$ cat config.mk
export PLATFORM = sky130hd
export DESIGN_NAME = skp_compensation_ctrl
export DESIGN_NICKNAME = d
export VERILOG_FILES = /design/src/rtl/skp_compensation_ctrl.sv
export SDC_FILE = /design/constraint.sdc
export NUM_CORES = 1
export LEC_CHECK = 0
export CAP_MARGIN = 5
export CORE_UTILIZATION = 48
export DETAILED_ROUTE_END_ITERATION = 10
export GPL_TIMING_DRIVEN = 0
export PLACE_DENSITY_LB_ADDON = 0.12
export SYNTH_ARGS = -nofsm -noshare
export SYNTH_HDL_FRONTEND = slang
export SYNTH_SLANG_ARGS = --single-unit
$ cat constraint.sdc
create_clock -name clk -period 2.6 [get_ports clk]
set_clock_uncertainty 0.1 [all_clocks]
set_input_delay 0.39 -clock clk [delete_from_list [all_inputs] [get_ports clk]]
set_output_delay 0.39 -clock clk [all_outputs]
set_load 0.02 [all_outputs]
$ cat src/rtl/skp_compensation_ctrl.sv
// Read-side SKP compensation for the elastic buffer: watches SKP ordered sets at the
// buffer head and inserts or drops one SKP per set to re-centre occupancy.
module skp_compensation_ctrl #(
  parameter logic [7:0] COM_SYMBOL = 8'hBC,
  parameter logic [7:0] SKP_SYMBOL = 8'h1C,
  parameter int         MIN_SKP    = 1
) (
  input  logic       clk,
  input  logic       rst,
  input  logic [7:0] head_data,
  input  logic       head_k,
  input  logic       buffer_empty,
  input  logic       add_req,
  input  logic       delete_req,
  output logic       read_en,
  output logic [7:0] data_out,
  output logic       data_k_out,
  output logic       data_valid,
  output logic       skp_added,
  output logic       skp_removed
);

  typedef enum logic [1:0] {PASS, OS_SKP, DONE_OS} state_t;
  typedef enum logic [1:0] {ACT_NONE, ACT_ADD, ACT_DEL} action_t;

  localparam logic [2:0] MIN_SKP_C = 3'(MIN_SKP);

  function automatic logic [2:0] sat_inc(input logic [2:0] v);
    return (v == 3'd7) ? v : v + 3'd1;
  endfunction

  logic       add_s1, add_s, del_s1, del_s;
  state_t     state, state_nx;
  action_t    action, action_nx;
  logic [2:0] skp_cnt, skp_cnt_nx;
  logic       is_com, is_skp, take_pass;
  logic [7:0] data_p0;
  logic       k_p0, vld_p0, added_p0, removed_p0;

  assign is_com = head_k && (head_data == COM_SYMBOL);
  assign is_skp = head_k && (head_data == SKP_SYMBOL);

  always_ff @(posedge clk) begin
    if (rst) begin
      add_s1 <= 1'b0;
      add_s  <= 1'b0;
      del_s1 <= 1'b0;
      del_s  <= 1'b0;
    end else begin
      add_s1 <= add_req;
      add_s  <= add_s1;
      del_s1 <= delete_req;
      del_s  <= del_s1;
    end
  end

  // p0: decode the head symbol and decide read / forward / insert / drop
  always_comb begin
    read_en    = 1'b0;
    data_p0    = head_data;
    k_p0       = head_k;
    vld_p0     = 1'b0;
    added_p0   = 1'b0;
    removed_p0 = 1'b0;
    state_nx   = state;
    action_nx  = action;
    skp_cnt_nx = skp_cnt;
    take_pass  = 1'b0;
    if (!rst && !buffer_empty) begin
      case (state)
        PASS: take_pass = 1'b1;
        OS_SKP: begin
          if (!is_skp) begin
            take_pass = 1'b1;
          end else if (action == ACT_ADD && skp_cnt == 3'd0) begin
            data_p0   = SKP_SYMBOL;
            k_p0      = 1'b1;
            vld_p0    = 1'b1;
            added_p0  = 1'b1;
            action_nx = ACT_NONE;
            state_nx  = DONE_OS;
          end else if (action == ACT_DEL && skp_cnt >= MIN_SKP_C) begin
            read_en    = 1'b1;
            removed_p0 = 1'b1;
            action_nx  = ACT_NONE;
            state_nx   = DONE_OS;
          end else begin
            read_en    = 1'b1;
            vld_p0     = 1'b1;
            skp_cnt_nx = sat_inc(skp_cnt);
          end
        end
        DONE_OS: begin
          if (is_skp) begin
            read_en = 1'b1;
            vld_p0  = 1'b1;
          end else begin
            take_pass = 1'b1;
          end
        end
        default: take_pass = 1'b1;
      endcase
      // A non-SKP ending an ordered set is handled exactly like PASS, in the same cycle
      if (take_pass) begin
        read_en = 1'b1;
        vld_p0  = 1'b1;
        if (is_com) begin
          action_nx  = del_s ? ACT_DEL : (add_s ? ACT_ADD : ACT_NONE);
          skp_cnt_nx = 3'd0;
          state_nx   = OS_SKP;
        end else begin
          action_nx  = ACT_NONE;
          state_nx   = PASS;
        end
      end
    end
  end

  // p1: registered outputs and control state
  always_ff @(posedge clk) begin
    if (rst) begin
      state       <= PASS;
      action      <= ACT_NONE;
      skp_cnt     <= 3'd0;
      data_out    <= 8'd0;
      data_k_out  <= 1'b0;
      data_valid  <= 1'b0;
      skp_added   <= 1'b0;
      skp_removed <= 1'b0;
    end else begin
      state       <= state_nx;
      action      <= action_nx;
      skp_cnt     <= skp_cnt_nx;
      data_valid  <= vld_p0;
      skp_added   <= added_p0;
      skp_removed <= removed_p0;
      if (vld_p0) begin
        data_out   <= data_p0;
        data_k_out <= k_p0;
      end
    end
  end

endmodule

==> metrics <==
Post-CTS Setup Inserts=0; H-tree depth=1; initial antenna violation count=0; Slowest-stage cell, CP=clkdlybuf4s50_1; Die H=50.6 um; hpwl dp=1810 um; overall via count from detail_route=964; DRT Wirelength=2280 um; WL/cell=13.4 um; post-synthesis register bit count=23; DRC violations left=0; Post-Syn Nets=132; Skew-Pair Late Insertion Delay=320 ps; clock root buffer=clkbuf_4; Mapped Cells=113; P_leak=0.524 nW; number of DRC markers in iteration 0=28; final layout net count=163; Syn. warnings=0; total gr overflow=0; Max IR drop VDD=0.000338 V; CP max FO=6; Post-Route M1 WL=999 um; CP required=2110 ps; Met3 Routed Length=107 um; final core occ=0.667; GR Util All Layers=0.213; delay-heaviest family, CP=buffers and inverters; Syn Area/Cell=10.0 um^2; CTS tree=built; minimum clock period=2480 ps; Clock Pin Slew Worst Setup and Hold Paths=120 ps; fin crit share=0.954; die width=50.6 um; vias in the first global route=917; CP endpoint kind=primary output; Slew Limit Fails=0; Die ar.=0.00256 mm^2; # diodes=0; # port buffers=26; Starting Density=0.512; Synth cell types=35; WS Path Type=in2out; Top Layer Used=met4; CP bufs+invs=2; post-synthesis sequential area ratio=0.406; RD Place Congestion=0.922; final hold violations=0; RSZ-0062 raised after global routing=false; Area growth, synth to finish=30.1%; Hold WC Path Type=reg2reg; final setup vio count=0; Inserted Clock Buffers=3; antenna-violating nets left=0; met2 WL=1140 um; Rel. slew slack=0.554; Clock Path Buffers=2; Max stage delay on crit path=520 ps; cell row count=17; Critical Path AT=1990 ps; Worst Tran Pin Value=662 ps; Pwr Density=439 mW/mm^2; DR vias/cell=5.64; pin count of the biggest net entering global routing=14; cts-stage hold buffer count=0; core area=0.00221 mm^2; TritonRoute pass-1 iters=4; status=completed; first-pass GRT wire length=4080 um; Hold WS=354 ps; synthesized area=0.00113 mm^2; f_max=403 MHz; MaxCap Viol Count=0; critical-path cell list=clkdlybuf4s50_1 > nor4_4 > and4_2 > a22o_1 > clkdlybuf4s15_1; layout cells sized above 1=0.154; Startpoint Class=primary input; I/O Pins=27; clock sinks=23
-- Yosys cell counts (all sizes together) --
cell type | count | area (um^2)
a2111o | 1 | 11.3
a211oi | 2 | 15.0
a22o | 1 | 8.76
a22oi | 1 | 21.3
a311o | 1 | 10.0
a311oi | 2 | 17.5
a31oi | 2 | 12.5
a41oi | 3 | 26.3
and2 | 1 | 6.26
and4 | 1 | 8.76
and4b | 1 | 10.0
clkbuf | 2 | 7.51
dfxtp | 23 | 460
ha | 5 | 62.6
inv | 6 | 22.5
mux2 | 9 | 101
nand2 | 6 | 22.5
nand2b | 1 | 6.26
nand4 | 3 | 18.8
nand4b | 1 | 8.76
nand4bb | 1 | 16.3
nor2 | 8 | 30.0
nor2b | 14 | 87.6
nor3 | 2 | 10.0
nor3b | 1 | 12.5
nor4 | 5 | 46.3
o211ai | 1 | 7.51
o21ai | 2 | 13.8
o311ai | 1 | 8.76
o31a | 1 | 8.76
or2 | 2 | 12.5
or3 | 2 | 12.5
or3b | 1 | 8.76
-- metal layers --
layer  vias up  track usage
met5         -            0
met4         0       0.0972
met3         5       0.0364
met2        28        0.349
met1       454        0.271
li1        477            -
-- through the flow --
step / power, W / TNS, ps / area [um^2] / setup slack (ps) / std cells
2_1_floorplan: 0.000432 / 0 / 1130 / 738 / 113
3_3_place_gp: 0.000486 / -250 / 1430 / -250 / 167
3_5_place_dp: 0.000489 / -295 / 1430 / -295 / 167
4_1_cts: 0.000656 / 0 / 1460 / 63.5 / 171
5_1_grt: 0.000678 / 0 / 1480 / 8.87 / 171
6_report: 0.000648 / 0 / 1480 / 121 / 171
-- final timing paths --
| path | from | to | slack (ps) | depth (start not counted) |
|---|---|---|---|---|
| min reg2reg | del_s1$_SDFF_PP0_ | del_s$_SDFF_PP0_ | 350 | 1 |
| max | head_data[7] | read_en | 120 | 5 |
| min | del_s1$_SDFF_PP0_ | del_s$_SDFF_PP0_ | 350 | 1 |
| max reg2reg | state[0]$_SDFFE_PP0P_ | data_out[7]$_SDFFE_PP0P_ | 550 | 6 |
-- layout by cell type (no fill, tap or decap), types with 2 or more instances in the layout --
master,Yosys,routed
nand2_1,6,6
clkbuf_4,0,3
mux2_2,9,9
nor4_4,1,2
ha_1,5,5
nor4_1,4,3
nor3_1,2,2
or2_2,2,2
inv_1,6,6
clkdlybuf4s50_1,0,24
or3_1,2,2
dfxtp_1,23,23
nor2b_1,14,14
nor2_1,8,8
a311oi_1,2,2
a41oi_1,3,3
a211oi_1,2,2
clkbuf_1,2,2
a31oi_1,2,2
nand4_1,3,3
-- worst register-to-register path: cells and delay by family, from the launching register on --
family / cells / cell delay (ps)
DFF: 1 / 380
buffers and inverters: 1 / 50
adders and majority gates: 1 / 320
and+or+nand+nor: 2 / 290
AOI/OAI and AO/OA: 1 / 420
muxes: 1 / 390
-- report_power, final --
group	internal [W]	total (W)	switching (W)	leakage (nW)
combinational	0.0000592	0.000110	0.0000505	0.317
clock	0.0000576	0.000166	0.000109	0.0177
sequential	0.000367	0.000372	0.00000548	0.189
-- logic make-up (layout without fill, tap and decap cells) --
family,Yosys count,after routing,synth area share
and+or+nand+nor,50,50,0.280
DFF,23,23,0.406
AOI/OAI and AO/OA,18,18,0.142
adders and majority gates,5,5,0.0552
buffers and inverters,8,38,0.0265
muxes,9,9,0.0894
-- area by class of cell --
cell class,count,area (um^2)
buffer,2,7.51
clock buffer,3,22.5
clock inverter,1,5.00
fill,190,737
inverter,6,22.5
multi-input combinational,82,659
sequential,23,460
tap,28,35.0
timing repair buffer,26,263
-- repair_timing --
item / CTS / global route
setup endpoints to repair: 1 / 1
resized for setup: 3 / 3
hold endpoints to repair: 0 / 0
-- flip-flops by register name, indices dropped and copies added (netlist names), 2 cells and up --
signal / flops
data_out: 8
skp_cnt: 3
action: 2
state: 2
Power figures use the tool's default switching activity.
